**config.mk**
```make
export PLATFORM = sky130hd
export DESIGN_NAME = n101_uartpadport
export DESIGN_NICKNAME = d
export VERILOG_FILES = /design/src/rtl/n101_uartpad_pkg.sv /design/src/rtl/n101_uartpad_rxfilt.sv /design/src/rtl/n101_uartpadport.sv
export SDC_FILE = /design/constraint.sdc
export NUM_CORES = 1
export LEC_CHECK = 0
export BUFFER_PORTS_ARGS = -buffer_cell sky130_fd_sc_hd__buf_2
export CAP_MARGIN = 30
export CELL_PAD_IN_SITES_DETAIL_PLACEMENT = 0
export CELL_PAD_IN_SITES_GLOBAL_PLACEMENT = 2
export CORE_AREA = 2 2 84 86
export CTS_CLUSTER_SIZE = 28
export DETAILED_ROUTE_END_ITERATION = 8
export DIE_AREA = 0 0 86 88
export HOLD_SLACK_MARGIN = 0.1
export PLACE_DENSITY = 0.76
export SETUP_SLACK_MARGIN = 0.1
export SYNTH_ARGS = -nofsm -noshare
export SYNTH_HDL_FRONTEND = slang
export SYNTH_SLANG_ARGS = --single-unit
```
**constraint.sdc**
```tcl
create_clock -name clock -period 2.35 [get_ports clock]
set_clock_uncertainty 0.1 [all_clocks]
set_input_delay 0.47 -clock clock [delete_from_list [all_inputs] [get_ports clock]]
set_output_delay 0.47 -clock clock [all_outputs]
set_load 0.005 [all_outputs]
```
**src/rtl/n101_uartpad_pkg.sv**
```systemverilog
// Shared constants, defaults and the pad-control bundle for the UART pad port.
// Flow-control logic elsewhere is gated by N101_UARTPAD_FLOWCTRL_EN.
package n101_uartpad_pkg;

  localparam logic IDLE_LVL = 1'b1;

  localparam int   CHANNELS_DEF     = 2;
  localparam int   FILT_CYCLES_DEF  = 4;
  localparam int   BREAK_CYCLES_DEF = 160;
  localparam logic DRIVE_DEF        = 1'b0;

  typedef struct packed {
    logic oval;
    logic oe;
    logic ie;
    logic pue;
    logic ds;
  } pad_ctrl_t;

  localparam pad_ctrl_t RX_PAD_RST = '{oval: 1'b0, oe: 1'b0, ie: 1'b0, pue: 1'b1, ds: 1'b0};
  localparam pad_ctrl_t TX_PAD_RST = '{oval: IDLE_LVL, oe: 1'b0, ie: 1'b0, pue: 1'b0, ds: 1'b0};

  // Input-direction pad (RXD, CTS): pulled up, receiver enabled with the channel.
  function automatic pad_ctrl_t in_pad(input logic en, input logic drive);
    pad_ctrl_t p;
    p    = RX_PAD_RST;
    p.ie = en;
    p.ds = drive;
    return p;
  endfunction

  function automatic pad_ctrl_t out_pad(input logic en, input logic lvl, input logic drive);
    pad_ctrl_t p;
    p      = TX_PAD_RST;
    p.oval = lvl;
    p.oe   = en;
    p.ds   = drive;
    return p;
  endfunction

endpackage

```
**src/rtl/n101_uartpad_rxfilt.sv**
```systemverilog
// Per-channel RX conditioning: 2-flop synchroniser, glitch filter and break counter.
// The filter and break state are held idle while the channel is disabled.
module n101_uartpad_rxfilt
  import n101_uartpad_pkg::*;
#(
  parameter int FILT_CYCLES  = FILT_CYCLES_DEF,
  parameter int BREAK_CYCLES = BREAK_CYCLES_DEF
) (
  input  logic clock,
  input  logic reset,
  input  logic en,
  input  logic loop,
  input  logic txd,
  input  logic pad_rxd,
  output logic rxd,
  output logic rx_break
);

  localparam int              BW        = $clog2(BREAK_CYCLES + 1);
  localparam logic [7:0]      FILT_LAST = 8'(FILT_CYCLES - 1);
  localparam logic [BW-1:0]   BRK_MAX   = BW'(BREAK_CYCLES);

  logic          sync_p0;
  logic          sync_p1;
  logic          filt_in;
  logic          filt_p2;
  logic [7:0]    cnt;
  logic [BW-1:0] bcnt;

  // Stage p0/p1: synchroniser, free-running regardless of enable
  always_ff @(posedge clock) begin
    if (!reset) begin
      sync_p0 <= IDLE_LVL;
      sync_p1 <= IDLE_LVL;
    end else begin
      sync_p0 <= pad_rxd;
      sync_p1 <= sync_p0;
    end
  end

  assign filt_in = loop ? txd : sync_p1;

  // Stage p2: filtered level and break counter
  always_ff @(posedge clock) begin
    if (!reset || !en) begin
      filt_p2 <= IDLE_LVL;
      cnt     <= '0;
      bcnt    <= '0;
    end else begin
      if (filt_in == filt_p2) begin
        cnt <= '0;
      end else if (cnt == FILT_LAST) begin
        filt_p2 <= ~filt_p2;
        cnt     <= '0;
      end else begin
        cnt <= cnt + 8'd1;
      end

      if (filt_p2) begin
        bcnt <= '0;
      end else if (bcnt != BRK_MAX) begin
        bcnt <= bcnt + 1'b1;
      end
    end
  end

  // Gate with en so a disable shows idle on the very cycle en_q drops.
  assign rxd      = filt_p2 | ~en;
  assign rx_break = en & (bcnt == BRK_MAX);

endmodule

```
**src/rtl/n101_uartpadport.sv**
```systemverilog
// Multi-channel UART-to-pad port with RX filtering, break detect, enable and loopback.
// Optional RTS/CTS flow control: define N101_UARTPAD_FLOWCTRL_EN.
module n101_uartpadport
  import n101_uartpad_pkg::*;
#(
  parameter int   CHANNELS     = CHANNELS_DEF,
  parameter int   FILT_CYCLES  = FILT_CYCLES_DEF,
  parameter int   BREAK_CYCLES = BREAK_CYCLES_DEF,
  parameter logic DRIVE        = DRIVE_DEF
) (
  input  logic                clock,
  input  logic                reset,
  input  logic [CHANNELS-1:0] io_en,
  input  logic [CHANNELS-1:0] io_loopback,
  input  logic [CHANNELS-1:0] io_uart_txd,
  output logic [CHANNELS-1:0] io_uart_rxd,
  output logic [CHANNELS-1:0] io_rx_break,
  input  logic [CHANNELS-1:0] io_pins_rxd_i_ival,
  output logic [CHANNELS-1:0] io_pins_rxd_o_oval,
  output logic [CHANNELS-1:0] io_pins_rxd_o_oe,
  output logic [CHANNELS-1:0] io_pins_rxd_o_ie,
  output logic [CHANNELS-1:0] io_pins_rxd_o_pue,
  output logic [CHANNELS-1:0] io_pins_rxd_o_ds,
`ifdef N101_UARTPAD_FLOWCTRL_EN
  input  logic [CHANNELS-1:0] io_uart_rts_n,
  output logic [CHANNELS-1:0] io_uart_cts_n,
  input  logic [CHANNELS-1:0] io_pins_cts_i_ival,
  output logic [CHANNELS-1:0] io_pins_cts_o_oval,
  output logic [CHANNELS-1:0] io_pins_cts_o_oe,
  output logic [CHANNELS-1:0] io_pins_cts_o_ie,
  output logic [CHANNELS-1:0] io_pins_cts_o_pue,
  output logic [CHANNELS-1:0] io_pins_cts_o_ds,
  input  logic [CHANNELS-1:0] io_pins_rts_i_ival,
  output logic [CHANNELS-1:0] io_pins_rts_o_oval,
  output logic [CHANNELS-1:0] io_pins_rts_o_oe,
  output logic [CHANNELS-1:0] io_pins_rts_o_ie,
  output logic [CHANNELS-1:0] io_pins_rts_o_pue,
  output logic [CHANNELS-1:0] io_pins_rts_o_ds,
`endif
  input  logic [CHANNELS-1:0] io_pins_txd_i_ival,
  output logic [CHANNELS-1:0] io_pins_txd_o_oval,
  output logic [CHANNELS-1:0] io_pins_txd_o_oe,
  output logic [CHANNELS-1:0] io_pins_txd_o_ie,
  output logic [CHANNELS-1:0] io_pins_txd_o_pue,
  output logic [CHANNELS-1:0] io_pins_txd_o_ds
);

  logic [CHANNELS-1:0] en_q;
  logic [CHANNELS-1:0] loop_q;
  logic [CHANNELS-1:0] txd_q;
  pad_ctrl_t           rx_pad_q [CHANNELS];
  pad_ctrl_t           tx_pad_q [CHANNELS];
  logic                unused_txd_ival;

  assign unused_txd_ival = ^io_pins_txd_i_ival;

  // Pad controls are computed from the raw inputs so they match en_q/txd_q in the same cycle.
  always_ff @(posedge clock) begin
    if (!reset) begin
      en_q   <= '0;
      loop_q <= '0;
      txd_q  <= {CHANNELS{IDLE_LVL}};
      for (int i = 0; i < CHANNELS; i++) begin
        rx_pad_q[i] <= in_pad(1'b0, DRIVE);
        tx_pad_q[i] <= out_pad(1'b0, IDLE_LVL, DRIVE);
      end
    end else begin
      en_q   <= io_en;
      loop_q <= io_loopback;
      txd_q  <= io_uart_txd;
      for (int i = 0; i < CHANNELS; i++) begin
        rx_pad_q[i] <= in_pad(io_en[i], DRIVE);
        tx_pad_q[i] <= out_pad(io_en[i],
                               (io_en[i] & ~io_loopback[i]) ? io_uart_txd[i] : IDLE_LVL,
                               DRIVE);
      end
    end
  end

  for (genvar g = 0; g < CHANNELS; g++) begin : g_ch
    n101_uartpad_rxfilt #(
      .FILT_CYCLES  (FILT_CYCLES),
      .BREAK_CYCLES (BREAK_CYCLES)
    ) u_rxfilt (
      .clock    (clock),
      .reset    (reset),
      .en       (en_q[g]),
      .loop     (loop_q[g]),
      .txd      (txd_q[g]),
      .pad_rxd  (io_pins_rxd_i_ival[g]),
      .rxd      (io_uart_rxd[g]),
      .rx_break (io_rx_break[g])
    );

    assign io_pins_rxd_o_oval[g] = rx_pad_q[g].oval;
    assign io_pins_rxd_o_oe[g]   = rx_pad_q[g].oe;
    assign io_pins_rxd_o_ie[g]   = rx_pad_q[g].ie;
    assign io_pins_rxd_o_pue[g]  = rx_pad_q[g].pue;
    assign io_pins_rxd_o_ds[g]   = rx_pad_q[g].ds;

    assign io_pins_txd_o_oval[g] = tx_pad_q[g].oval;
    assign io_pins_txd_o_oe[g]   = tx_pad_q[g].oe;
    assign io_pins_txd_o_ie[g]   = tx_pad_q[g].ie;
    assign io_pins_txd_o_pue[g]  = tx_pad_q[g].pue;
    assign io_pins_txd_o_ds[g]   = tx_pad_q[g].ds;
  end

`ifdef N101_UARTPAD_FLOWCTRL_EN
  logic [CHANNELS-1:0] rts_q;
  logic [CHANNELS-1:0] cts_p0;
  logic [CHANNELS-1:0] cts_p1;
  pad_ctrl_t           cts_pad_q [CHANNELS];
  pad_ctrl_t           rts_pad_q [CHANNELS];
  logic                unused_rts_ival;

  assign unused_rts_ival = ^io_pins_rts_i_ival;

  // Stage p0/p1: CTS synchroniser alongside the registered RTS level
  always_ff @(posedge clock) begin
    if (!reset) begin
      rts_q  <= {CHANNELS{IDLE_LVL}};
      cts_p0 <= {CHANNELS{IDLE_LVL}};
      cts_p1 <= {CHANNELS{IDLE_LVL}};
      for (int i = 0; i < CHANNELS; i++) begin
        cts_pad_q[i] <= in_pad(1'b0, DRIVE);
        rts_pad_q[i] <= out_pad(1'b0, IDLE_LVL, DRIVE);
      end
    end else begin
      rts_q  <= io_uart_rts_n;
      cts_p0 <= io_pins_cts_i_ival;
      cts_p1 <= cts_p0;
      for (int i = 0; i < CHANNELS; i++) begin
        cts_pad_q[i] <= in_pad(io_en[i], DRIVE);
        rts_pad_q[i] <= out_pad(io_en[i],
                                (io_en[i] & ~io_loopback[i]) ? io_uart_rts_n[i] : IDLE_LVL,
                                DRIVE);
      end
    end
  end

  for (genvar g = 0; g < CHANNELS; g++) begin : g_fc
    assign io_uart_cts_n[g] = en_q[g] ? (loop_q[g] ? rts_q[g] : cts_p1[g]) : IDLE_LVL;

    assign io_pins_cts_o_oval[g] = cts_pad_q[g].oval;
    assign io_pins_cts_o_oe[g]   = cts_pad_q[g].oe;
    assign io_pins_cts_o_ie[g]   = cts_pad_q[g].ie;
    assign io_pins_cts_o_pue[g]  = cts_pad_q[g].pue;
    assign io_pins_cts_o_ds[g]   = cts_pad_q[g].ds;

    assign io_pins_rts_o_oval[g] = rts_pad_q[g].oval;
    assign io_pins_rts_o_oe[g]   = rts_pad_q[g].oe;
    assign io_pins_rts_o_ie[g]   = rts_pad_q[g].ie;
    assign io_pins_rts_o_pue[g]  = rts_pad_q[g].pue;
    assign io_pins_rts_o_ds[g]   = rts_pad_q[g].ds;
  end
`endif

endmodule

```
-- After elaboration in Yosys (flattened, before gate mapping)
Memory sizes are Yosys's and may differ from the RTL's.
Cells that the tools add are included.
- muxes and demuxes: 10
- reduce and logical (&&, ||, !) cells: 11
- equal/unequal tests: 8
- bitwise operators: 18
- add/sub/neg operators: 4
- operators by type and width (kind ; count):
    $add 8x1->8 const B ; 4
    $eq 8x2->1 const B ; 2
    $eq 8x8->1 const B ; 2
    $ne 8x8->1 const B ; 2
    $mux 1 ; 8
    $not 1->1 ; 8
    $or 1x1->1 ; 6
    $reduce_or 3->1 ; 2
    $and 1x1->1 ; 4
    $mux 2 ; 2
    $reduce_and 2->1 ; 2
    $reduce_or 2->1 ; 2
    $logic_not 1->1 ; 3
    $eq 1x1->1 ; 2
    $logic_or 1x1->1 ; 2
- flip-flop bits (word level): 44
- bits in writable memories: 6
- memories kept: 2
- bits of input ports: 12
- logic and storage cells: 66
- output and inout bits: 24
- memories (name ; depth ; bits a word ; rd ports ; clocked after Yosys merged registers in ; write ports ; RTL line ; RTL):
    tx_pad_q ; 2 ; 2 ; 2 ; 0 ; 2 ; n101_uartpadport.sv:52 ; pad_ctrl_t tx_pad_q [CHANNELS];
    rx_pad_q ; 2 ; 1 ; 2 ; 0 ; 2 ; n101_uartpadport.sv:51 ; pad_ctrl_t rx_pad_q [CHANNELS];

-- Longest topological paths before layout
- depth after elaboration: 4
- mapped depth: 5
- mapped depth without buffers: 5

-- Cells and area by module
A second synthesis with hierarchy kept.
- cells, all modules: 226
- area total of the unflattened synthesis: 2109.5 um2
- by module, submodules not included (module ; instances ; seq. area each (um2) ; area each (um2) ; cells each):
    n101_uartpad_rxfilt ; 2 ; 380.4 ; 880.8 ; 96
    n101_uartpadport ; 1 ; 160.2 ; 347.8 ; 34

-- Worst setup path after synthesis
No wires, ideal clock.
- path type: register to output
- from: reg g_ch[1].u_rxfilt.bcnt[0]
- to: out io_rx_break[1]
- cell stages (with the launch flop): 6
- arrival time: 1204 ps
- setup slack: 576 ps
- cells stage by stage: dfxtp_1 > inv_1 > ha_1 > nor4bb_1 > and3_1 > buf_4
- longest elaborated chain between the ends: 2
- RTL lines (item ; RTL line ; RTL):
    start, declared ; n101_uartpad_rxfilt.sv:28 ; logic [BW-1:0] bcnt;
    start signal, assigned ; n101_uartpad_rxfilt.sv:62 ; bcnt <= bcnt + 1'b1;
    $eq 8x8->1 ; n101_uartpad_rxfilt.sv:69 ; assign rx_break = en & (bcnt == BRK_MAX);
    $and 1x1->1 ; n101_uartpad_rxfilt.sv:69 ;
    end, declared ; n101_uartpadport.sv:17 ; output logic [CHANNELS-1:0] io_rx_break,
No other way between the ends.

-- Worst setup path after layout
- from: reg g_ch[0].u_rxfilt.bcnt[0]
- to: out io_rx_break[0]
- longest elaborated chain between the ends: 2
- RTL lines (item ; RTL line):
    start, declared ; n101_uartpad_rxfilt.sv:28
    start signal, assigned ; n101_uartpad_rxfilt.sv:62
    $eq 8x8->1 ; n101_uartpad_rxfilt.sv:69
    $and 1x1->1 ; n101_uartpad_rxfilt.sv:69
No other way between the ends.

==> impl_results.md <==
- Outcome: finished clean
- Min Tclk post-route: 2158 ps
- Worst vdd ir: about 290 uV
- CTS buffer count: 5
- Clock transition at path regs: 80 ps
- Max FO, Critical Path: 6
- First-pass GRT wire length: 6320 um
- Critical path capture point type: primary output
- Share of layout cells above drive strength 1: roughly 14%
- Rel. slew slack: between 50 and 60%
- # rows: 30
- IO Count: 36
- Drt initial violations: 81
- Slew @ Worst Pin: 642.8 ps
- Placed cells: 319
- Initial antenna violation count: 0
- DPL Wire Length: 2627 um
- Post-Route WL: 3726 um
- Bufs and invs on worst path: 2
- Largest net degree at the start of global routing: 15
- Vias per cell: 4.761
- DRC errors left: 0
- Crit-path max cell delay: 450 ps
- Power Dens Cells: 614.8 nW/um^2
- Setup violators final: 0
- Worst r2r src: g_ch[0].u_rxfilt.cnt[0]
- Placed Area: 2183 um^2
- Netlist Area Pre-Place: 2117 um^2
- CTS tree: yes
- MaxCap Viol Count: 0
- Setup_tns: 0 ps
- Critical-path cell with the highest stage delay: dfxtp_1
- Final Max Tran Viols: 0
- Critical Path RT: approximately 1800 ps
- Area Growth Syn to Fin: 8.983%
- Crit path arrival time: 1590 ps
- CP Cell Sequence: inv_1 > ha_1 > and4b_1 > and3_1 > buf_2
- CP Depth: 5
- R2r endpoint: g_ch[0].u_rxfilt.cnt[7]
- Overflow after GRT: 0
- CP top delay family: flip-flops
- Syn_area_per_cell: 9.086 um^2
- Global Route Usage Sum: 10.57%
- RSZ-0062 raised after global routing: false
- Worst-Skew Late Latency: approximately 300 ps
- WS Path Type: reg2out
- Tightest Hold Check Type: in2reg
- Final Non-Filler Cells: 327
- Die Height: 88 um
- Mapped Cells: roughly 230
- DR vias: 1557
- Synth Flop Type: dfxtp_1
- WHS: 244.5 ps
- EDFF count, synth: 0
- Ys async rst share: 0%
- Cells on worst reg2reg path: 4
- Hold Vio Cnt, Final: 0
- Warnings, synthesis: 0
- Routed len/inst: 11.39 um
- CTS sink cnt: between 40 and 50
- Worst R2R Setup Slack: a little over 500 ps
- Die area: 7568 um^2
- Startpoint type of the worst setup path: flop
- Worst Setup SP: g_ch[0].u_rxfilt.bcnt[0]
- Synth Register Bits: 46
- Most frequent cells in the layout: dfxtp_1, buf_2, nand3_1
- Number of global-route vias before repair: 1389
- Core box area: roughly 6600 um^2
- RePlAce Congestion: roughly 0.71
- Period utilisation layout: 91.82%
- Max H-tree Level: 2
- CTS root buf: clkbuf_8
- Fin area: 2307 um^2
- # diodes: 0
- Post-CTS setup buffers: 0
- Yosys cell types: 34
- Initial Util: 31.86%
- # nets final: 264
- Max Root-Sink Buffers: 2
- Final ANT Viol Nets: 0
- Final core occ: 34.73%
- TritonRoute pass-1 iters: 4
- I/O Buffers: 19
- Worst setup path endpoint: io_rx_break[0]
- Fmax: approximately 460 MHz
- Commonest non-fill, non-tap cell in the layout: dfxtp_1
- Die Width: about 86 um
- Leak: 0.0007923 uW
- Sequential-to-total area share from yosys stat: 43.50%
==> where the power goes <==
part           switching, uW  total (uW)  internal, uW
sequential              5.87         795           789
clock                    268         581           313
combinational           25.8        43.0          17.2
total                    299        1420          1120
==> cell families (layout without fill, tap and decap cells) <==
family                     after synthesis  in the layout  share of synthesized area, %
and+or+nand+nor                         93             93                         25.89
DFF                                     46             46                         43.50
AOI/OAI and AO/OA                       36             36                         9.988
buffers and inverters                   34             36                         9.988
xor gates and xnor gates                14             14                         5.792
adders and majority gates                6              6                         3.546
other                                    2             14                        0.3547
muxes                                    2              2                        0.9457
==> repair_timing <==
| action | CTS | global route |
|---|---|---|
| endpoints found under the hold margin | 0 | 0 |
| setup endpoints to repair | 1 | 1 |
| hold buffers | 0 | 0 |
| gates resized for setup | 1 | 1 |
==> metrics by stage <==
step,total power (uW),setup slack (ps)
after floorplan,857.5,575.7
after global placement,856.6,388.9
after detailed placement,856.7,405.3
after CTS,1440,151.1
after global routing,1476,133.4
final,1418,192.3
==> worst min path at each step <==
stage,from,to,slack [ps],cells past startpoint
floorplan,g_ch[0].u_rxfilt.sync_p0,g_ch[0].u_rxfilt.sync_p1,290,1
global placement,g_ch[1].u_rxfilt.sync_p0,g_ch[1].u_rxfilt.sync_p1,300,1
detailed placement,g_ch[1].u_rxfilt.sync_p0,g_ch[1].u_rxfilt.sync_p1,300,1
CTS,io_pins_rxd_i_ival[1],g_ch[1].u_rxfilt.sync_p0,240,2
global route,io_pins_rxd_i_ival[0],g_ch[0].u_rxfilt.sync_p0,250,2
finish,io_pins_rxd_i_ival[1],g_ch[1].u_rxfilt.sync_p0,240,2
==> routing by layer <==
layer  share of wire [%]  global-route usage, %  routed length (um)
met5                   0                      0                   0
met4                 1.5                  4.762                  56
met3                 4.9                  3.110                 181
met2                  44                  16.07                1650
met1                  49                  13.87                1837
==> sequential cells by signal, summed over array words and instances (netlist names) <==
register / flops
g_ch.u_rxfilt.bcnt: 16
txd_q: 2
g_ch.u_rxfilt.cnt: 16
tx_pad_q: 4
loop_q: 2
g_ch.u_rxfilt.sync_p0: 2
g_ch.u_rxfilt.filt_p2: 2
g_ch.u_rxfilt.sync_p1: 2
==> Yosys cell counts, types with 6 or more instances <==
cell	n	area share [%]
o21ai_0	16	3.8
or3_1	15	4.4
xor2_1	10	4.1
nand2b_1	9	2.7
ha_1	6	3.5
nand2_1	6	1.1
nor2_1	6	1.1
nand3_1	18	4.3
dfxtp_1	46	43
buf_4	22	7.8
inv_1	8	1.4
a21oi_1	9	2.1
a211oi_1	8	2.8
nor3_1	15	3.5
==> layout make-up <==
cell class                      instances  area, um^2
Clock buffer                            5       68.82
Clock inverter                          3       40.04
Fill cell                             674        4337
Inverter                                8       30.03
Multi-Input combinational cell        165        1045
Sequential cell                        46       920.9
Tap cell                               80       100.1
Timing Repair Buffer                   20       102.6
No activity file was read; power rests on OpenSTA's default activity.
